<file path="config.mk">
export PLATFORM = sky130hd
export DESIGN_NAME = tinyqv_qspi_target
export DESIGN_NICKNAME = d
export VERILOG_FILES = /design/src/rtl/tinyqv_qspi_target.sv
export SDC_FILE = /design/constraint.sdc
export NUM_CORES = 1
export LEC_CHECK = 0
export BUFFER_PORTS_ARGS = -buffer_cell sky130_fd_sc_hd__buf_4
export CAP_MARGIN = 5
export CORE_MARGIN = 10
export CORE_UTILIZATION = 36
export DETAILED_ROUTE_END_ITERATION = 8
export GPL_TIMING_DRIVEN = 0
export SYNTH_ARGS = -nofsm -noshare
export SYNTH_HDL_FRONTEND = slang
export SYNTH_SLANG_ARGS = --single-unit
</file>
<file path="constraint.sdc">
create_clock -name clk -period 2.6 [get_ports clk]
set_input_delay 0.13 -clock clk [delete_from_list [all_inputs] [get_ports clk]]
set_output_delay 0.13 -clock clk [all_outputs]
set_load 0.005 [all_outputs]
</file>
<file path="src/rtl/tinyqv_qspi_target.sv">
// -----------------------------------------------------------------------------
// tinyqv_qspi_target
//   QSPI flash-style target that bridges a host's quad-SPI transactions onto a
//   simple byte-wide backing store. Supports quad fast read (0xEB) with mode
//   byte and 4 dummy nibbles, and quad page program (0x38). All other commands
//   are ignored until the host deselects.
//
//   Build option: QSPI_TARGET_CONTINUOUS_READ_EN
//     When defined, a mode byte of 0xA0 arms continuous-read: the following
//     transaction skips the command phase and starts directly with the
//     address, behaving as 0xEB. Any other mode byte disarms it.
//     When undefined, the mode byte is ignored.
//
// Ports
//   clk           system clock, at least 4x spi_clk_in
//   rstn          asynchronous active-low reset
//   spi_clk_in    QSPI clock from host (oversampled)
//   spi_select    chip select from host, active-low
//   spi_data_in   QSPI data from host, D0 carries the serial command
//   spi_data_out  QSPI data to host, updated on falling spi clock edges
//   spi_data_oe   per-line output enable, 4'hF only while reading
//   mem_addr      backing-store byte address
//   mem_read      one-clk read strobe, data expected the following clk
//   mem_rdata     read data from backing store
//   mem_write     one-clk write strobe
//   mem_wdata     write byte, valid with mem_write
// -----------------------------------------------------------------------------
module tinyqv_qspi_target (
    input  logic        clk,
    input  logic        rstn,
    input  logic        spi_clk_in,
    input  logic        spi_select,
    input  logic [3:0]  spi_data_in,
    output logic [3:0]  spi_data_out,
    output logic [3:0]  spi_data_oe,
    output logic [23:0] mem_addr,
    output logic        mem_read,
    input  logic [7:0]  mem_rdata,
    output logic        mem_write,
    output logic [7:0]  mem_wdata
);

    typedef enum logic [2:0] {
        S_IDLE,
        S_CMD,
        S_ADDR,
        S_MODE,
        S_DUMMY,
        S_READ,
        S_WRITE,
        S_IGNORE
    } state_t;

    // ------------------------------------------------------------------
    // Input synchronisers and spi clock edge detection
    // ------------------------------------------------------------------
    logic [1:0] sclk_sync;
    logic [1:0] sel_sync;
    logic [3:0] data_meta;
    logic [3:0] data_sync;
    logic       sclk_prev;

    always_ff @(posedge clk or negedge rstn) begin
        if (!rstn) begin
            sclk_sync <= 2'b00;
            sel_sync  <= 2'b11;     // deselected
            data_meta <= 4'h0;
            data_sync <= 4'h0;
            sclk_prev <= 1'b0;
        end else begin
            sclk_sync <= {sclk_sync[0], spi_clk_in};
            sel_sync  <= {sel_sync[0], spi_select};
            data_meta <= spi_data_in;
            data_sync <= data_meta;
            sclk_prev <= sclk_sync[1];
        end
    end

    logic sclk;
    logic deselected;
    logic rise;
    logic fall;

    // Clock and data share the same synchroniser depth, so data sampled on a
    // detected rise keeps the setup the host gave it.
    assign sclk       = sclk_sync[1];
    assign deselected = sel_sync[1];
    assign rise       = sclk & ~sclk_prev;
    assign fall       = ~sclk & sclk_prev;

    // ------------------------------------------------------------------
    // Transaction FSM
    // ------------------------------------------------------------------
    state_t      state;
    logic [2:0]  cnt;          // edges seen within the current phase
    logic [6:0]  cmd_sh;       // first 7 command bits
    logic [19:0] addr_sh;      // first 5 address nibbles
    logic        is_write;     // 0x38 transaction
    logic        half;         // 0: high nibble next, 1: low nibble next
    logic [3:0]  nib_hi;       // held high nibble (mode or write data)
    logic [7:0]  next_byte;    // byte fetched for the next read
    logic [3:0]  lo_hold;      // low nibble of the byte being sent
`ifdef QSPI_TARGET_CONTINUOUS_READ_EN
    logic        cont;         // continuous-read armed by mode 0xA0
`endif

    always_ff @(posedge clk or negedge rstn) begin
        if (!rstn) begin
            state        <= S_IDLE;
            cnt          <= 3'd0;
            cmd_sh       <= 7'd0;
            addr_sh      <= 20'd0;
            is_write     <= 1'b0;
            half         <= 1'b0;
            nib_hi       <= 4'h0;
            next_byte    <= 8'h00;
            lo_hold      <= 4'h0;
            spi_data_out <= 4'h0;
            spi_data_oe  <= 4'h0;
            mem_addr     <= 24'd0;
            mem_read     <= 1'b0;
            mem_write    <= 1'b0;
            mem_wdata    <= 8'h00;
`ifdef QSPI_TARGET_CONTINUOUS_READ_EN
            cont         <= 1'b0;
`endif
        end else begin
            mem_read  <= 1'b0;
            mem_write <= 1'b0;

            // Read data arrives the clk after the strobe.
            if (mem_read)
                next_byte <= mem_rdata;

            // The write strobe carries the current address; advance afterwards.
            // Natural 24-bit overflow gives the 0xFFFFFF -> 0 wrap.
            if (mem_write)
                mem_addr <= mem_addr + 24'd1;

            if (deselected) begin
                // Any partially assembled write byte is simply dropped here.
                state        <= S_IDLE;
                spi_data_oe  <= 4'h0;
                spi_data_out <= 4'h0;
                cnt          <= 3'd0;
                half         <= 1'b0;
            end else begin
                case (state)
                    S_IDLE: begin
                        cnt  <= 3'd0;
                        half <= 1'b0;
`ifdef QSPI_TARGET_CONTINUOUS_READ_EN
                        if (cont) begin
                            is_write <= 1'b0;
                            state    <= S_ADDR;
                        end else begin
                            state    <= S_CMD;
                        end
`else
                        state <= S_CMD;
`endif
                    end

                    S_CMD: if (rise) begin
                        cmd_sh <= {cmd_sh[5:0], data_sync[0]};
                        cnt    <= cnt + 3'd1;
                        if (cnt == 3'd7) begin
                            cnt <= 3'd0;
                            case ({cmd_sh, data_sync[0]})
                                8'hEB: begin
                                    is_write <= 1'b0;
                                    state    <= S_ADDR;
                                end
                                8'h38: begin
                                    is_write <= 1'b1;
                                    state    <= S_ADDR;
                                end
                                default: state <= S_IGNORE;
                            endcase
                        end
                    end

                    S_ADDR: if (rise) begin
                        addr_sh <= {addr_sh[15:0], data_sync};
                        cnt     <= cnt + 3'd1;
                        if (cnt == 3'd5) begin
                            cnt      <= 3'd0;
                            mem_addr <= {addr_sh, data_sync};
                            if (is_write) begin
                                half  <= 1'b0;
                                state <= S_WRITE;
                            end else begin
                                // Fetch the first byte now so it is ready
                                // long before the first read nibble.
                                mem_read <= 1'b1;
                                state    <= S_MODE;
                            end
                        end
                    end

                    S_MODE: if (rise) begin
                        nib_hi <= data_sync;
                        cnt    <= cnt + 3'd1;
                        if (cnt == 3'd1) begin
                            cnt   <= 3'd0;
                            state <= S_DUMMY;
`ifdef QSPI_TARGET_CONTINUOUS_READ_EN
                            cont  <= ({nib_hi, data_sync} == 8'hA0);
`endif
                        end
                    end

                    S_DUMMY: if (rise) begin
                        cnt <= cnt + 3'd1;
                        if (cnt == 3'd3) begin
                            cnt         <= 3'd0;
                            half        <= 1'b0;
                            spi_data_oe <= 4'hF;
                            state       <= S_READ;
                        end
                    end

                    S_READ: if (fall) begin
                        if (!half) begin
                            // Keep the low nibble aside: next_byte is about
                            // to be overwritten by the prefetch.
                            spi_data_out <= next_byte[7:4];
                            lo_hold      <= next_byte[3:0];
                            mem_addr     <= mem_addr + 24'd1;
                            mem_read     <= 1'b1;
                            half         <= 1'b1;
                        end else begin
                            spi_data_out <= lo_hold;
                            half         <= 1'b0;
                        end
                    end

                    S_WRITE: if (rise) begin
                        if (!half) begin
                            nib_hi <= data_sync;
                            half   <= 1'b1;
                        end else begin
                            mem_wdata <= {nib_hi, data_sync};
                            mem_write <= 1'b1;
                            half      <= 1'b0;
                        end
                    end

                    S_IGNORE: spi_data_oe <= 4'h0;

                    default: state <= S_IDLE;
                endcase
            end
        end
    end

endmodule

</file>
==> results.cfg <==
[setup_path]
crit_fanout = 10
required_ns = 2.81
critical_path.max_stage_delay_ns = 0.55
crit_arrival_ns = 2.66
cp_slowest_cell = a21oi_2
cp-start-kind = flip-flop
crit_path_end_kind = flip-flop
criticalPathCategory = flip-flop to flip-flop
crit_chain = buf_2 -> nand3b_1 -> a21oi_2 -> nor2_1 -> a211oi_1 -> o21ai_0

[clock_tree]
cts_max_path_buffers = 2
clk_latency_ns = 0.36
cts_buffers = 9
cts-root-buf = clkbuf_16
htree_levels = 3
clkTransAtPathRegs_ns = 0.07
clkSinkCount = 103
tritoncts = built
post_cts_buffers = 0

[sta]
slew_violations = 0
fin_tns_setup_ns = 0
setup_viol = 0
slew-limit-headroom_pct = 44.4
worst_hold_slack_ns = 0.00787
worst_slew_pin_slew_ns = 0.829
fmax_mhz = 409
rsz0062_at_grt = false
min_period_ns = 2.45
fin_skew_ns = 0.00746
finalCritPeriodShare_pct = 94.1
hold_viol_final = 0

[place]
port_buffers = 57
gp_congestion = 0.909
dp_hpwl_mm = 11.1

[grt]
antenna_found_initial = 0
grt.total_usage_pct = 15.5
grt_pass1_wl_mm = 25.2
grt-ovfl-total = 0
grt_pass1_vias = 4623
grt_max_degree = 104

[detailed_routing]
drc = 0
vias_per_cell = 5.88
firstDrtPassIters = 5
post_drt_wl_per_cell_um = 19.5
routed_wl_mm = 15.5
drtIter0Drc = 401
num_vias = 4684
ant_nets = 0

[die]
die_w_um = 143
pin_count = 58
std_cell_rows = 45
start_util_pct = 36.4
core_area_mm2 = 0.0151
die_height_um = 143
die_area_mm2 = 0.0206

[power_and_ir_drop]
p_leak_nw = 2.96
peakVddDrop_v = 0.000409
p_per_area_mw_per_mm2 = 667

[synthesis]
synth_adder_area_share_pct = 1.37
synth.cells.most_frequent = 101 x dfrtp_1, 49 x nand2_1, 46 x mux2_2, 29 x nor2_1, 24 x o21ai_0
synth_edf_count = 0
synth-seq-cells = 103
syn_inst = 524
synth_top_family_by_area = compound AO/OA/AOI/OAI gates
synth_mux_area_share_pct = 11.6
synth_nets = 546
yosysWarnings = 0
synthSimpleGateAreaFrac_pct = 16.8
synth_area_mm2 = 0.00549
yosys.area_share.xor_xnor_pct = 2.07
ys_seq_area_share_pct = 47.0
ys_top_cells_by_area = dfrtp_1 46%, mux2_2 9.4%, nand2_1 3.4%
synthFlopType = dfrtp_1
synth_largest_area_cell = dfrtp_1
netlist.area_leader.share_pct = 46.0
avgSynthCellArea_um2 = 10.5
async_flop_share_pct = 100
ys_types = 75
synth_compound_area_share_pct = 17.2
yosysMostFrequentCell = dfrtp_1

[run_status]
status = complete, no violations

[layout]
fin_util_pct = 44.0
multi_input_area_mm2 = 0.00271
area_delta_synth_final_pct = 20.9
final_nets = 626
nFillCells = 1446
drive_gt1_share_pct = 27.3
seq_area_mm2 = 0.00258
antenna_cells = 0

[flow_run]
max-cap-violations = 0

[worst_hold_path]
hold_class = input port to flip-flop
-- cell type report --
type,instances,share of cell area [%]
Clock buffer,11,3.66
Inverter,16,0.905
Buffer,32,2.34
Sequential cell,103,38.9
Tap cell,188,3.54
Timing Repair Buffer,69,8.58
Multi-Input combinational cell,373,40.9
Clock inverter,5,1.24
-- cells in the final DEF, fill, tap and decap left out, drive strengths merged, types with 4 or more instances in the layout --
cell / n
o221ai: 6
xor2: 4
clkbuf: 21
a211oi: 6
and2: 4
and3: 5
o22ai: 7
o211ai: 8
mux2i: 12
a21oi: 19
dlygate4sd3: 11
a21o: 4
nand3: 13
nand2: 49
nand4: 16
ha: 6
nor4: 6
inv: 16
nand4b: 4
dfrtp: 101
a31o: 6
a22oi: 13
mux2: 46
buf: 80
nor3b: 7
a31oi: 6
nor3: 8
o2111ai: 4
xnor2: 9
nor2: 30
o21ai: 28
-- routing by layer --
metal	vias to the layer above	track usage [%]	wire [µm]
met5	-	0	0
met4	0	6.39	400
met3	41	3.17	920
met2	192	23.6	7100
met1	2317	21.0	7120
li1	2134	-	-
-- power breakdown --
group	switching (mW)	internal [mW]	leakage, nW
registers	0.126	1.77	1.39
clock network	0.612	0.872	0.160
logic	0.629	0.414	1.41
-- sequential cells by signal, indices dropped and copies added, names as in the netlist, 4 cells and up --
signal / flops
addr_sh: 20
cmd_sh: 7
data_meta: 4
data_sync: 4
lo_hold: 4
mem_addr: 24
mem_wdata: 8
next_byte: 8
nib_hi: 4
spi_data_out: 4
-- cells by family after synthesis --
family,after synthesis
compound gates,133
simple gates,163
xor+xnor,13
buf+inv,48
mux,58
flops,103
fa+ha+maj,6
-- final timing paths --
check | from | endpoint | slack (ns) | cells after the start
max | state[0] | mem_addr[5] | 0.15 | 6
min | mem_rdata[6] | next_byte[6] | 0.008 | 2
min in group asynchronous | rstn | mem_addr[16] | 0.18 | 2
min reg2reg | data_meta[0] | data_sync[0] | 0.35 | 0
max in group asynchronous | rstn | sel_sync[1] | 1.72 | 3
max reg2reg | state[0] | mem_addr[5] | 0.15 | 6
-- repair_timing --
item / 4_1_cts / 5_1_grt
endpoints found under the setup margin: 2 / 18
gates resized for setup: 1 / 4
gates cloned: 0 / 0
hold buffers: 10 / 1
endpoints found under the hold margin: 10 / 24
pin swaps: 0 / 0
-- metrics by stage --
step / worst slack [ns] / total power, mW / instance area (µm²) / cells
6_report: 0.153 / 4.42 / 6640 / 797
5_1_grt: 0.0138 / 4.65 / 6640 / 797
4_1_cts: 0.107 / 4.42 / 6580 / 795
3_5_place_dp: 0.0325 / 2.92 / 6150 / 769
3_3_place_gp: 0.0575 / 2.89 / 6150 / 769
2_1_floorplan: 0.668 / 2.59 / 5490 / 524
-- critical path, delay by kind of cell, from the launching register on --
family | cells | cell delay [ns]
and+or+nand+nor | 2 | 0.64
AOI/OAI and AO/OA | 3 | 1.07
DFF | 1 | 0.36
buffers and inverters | 1 | 0.23
Note: power is estimated with default switching activity, not from simulation.
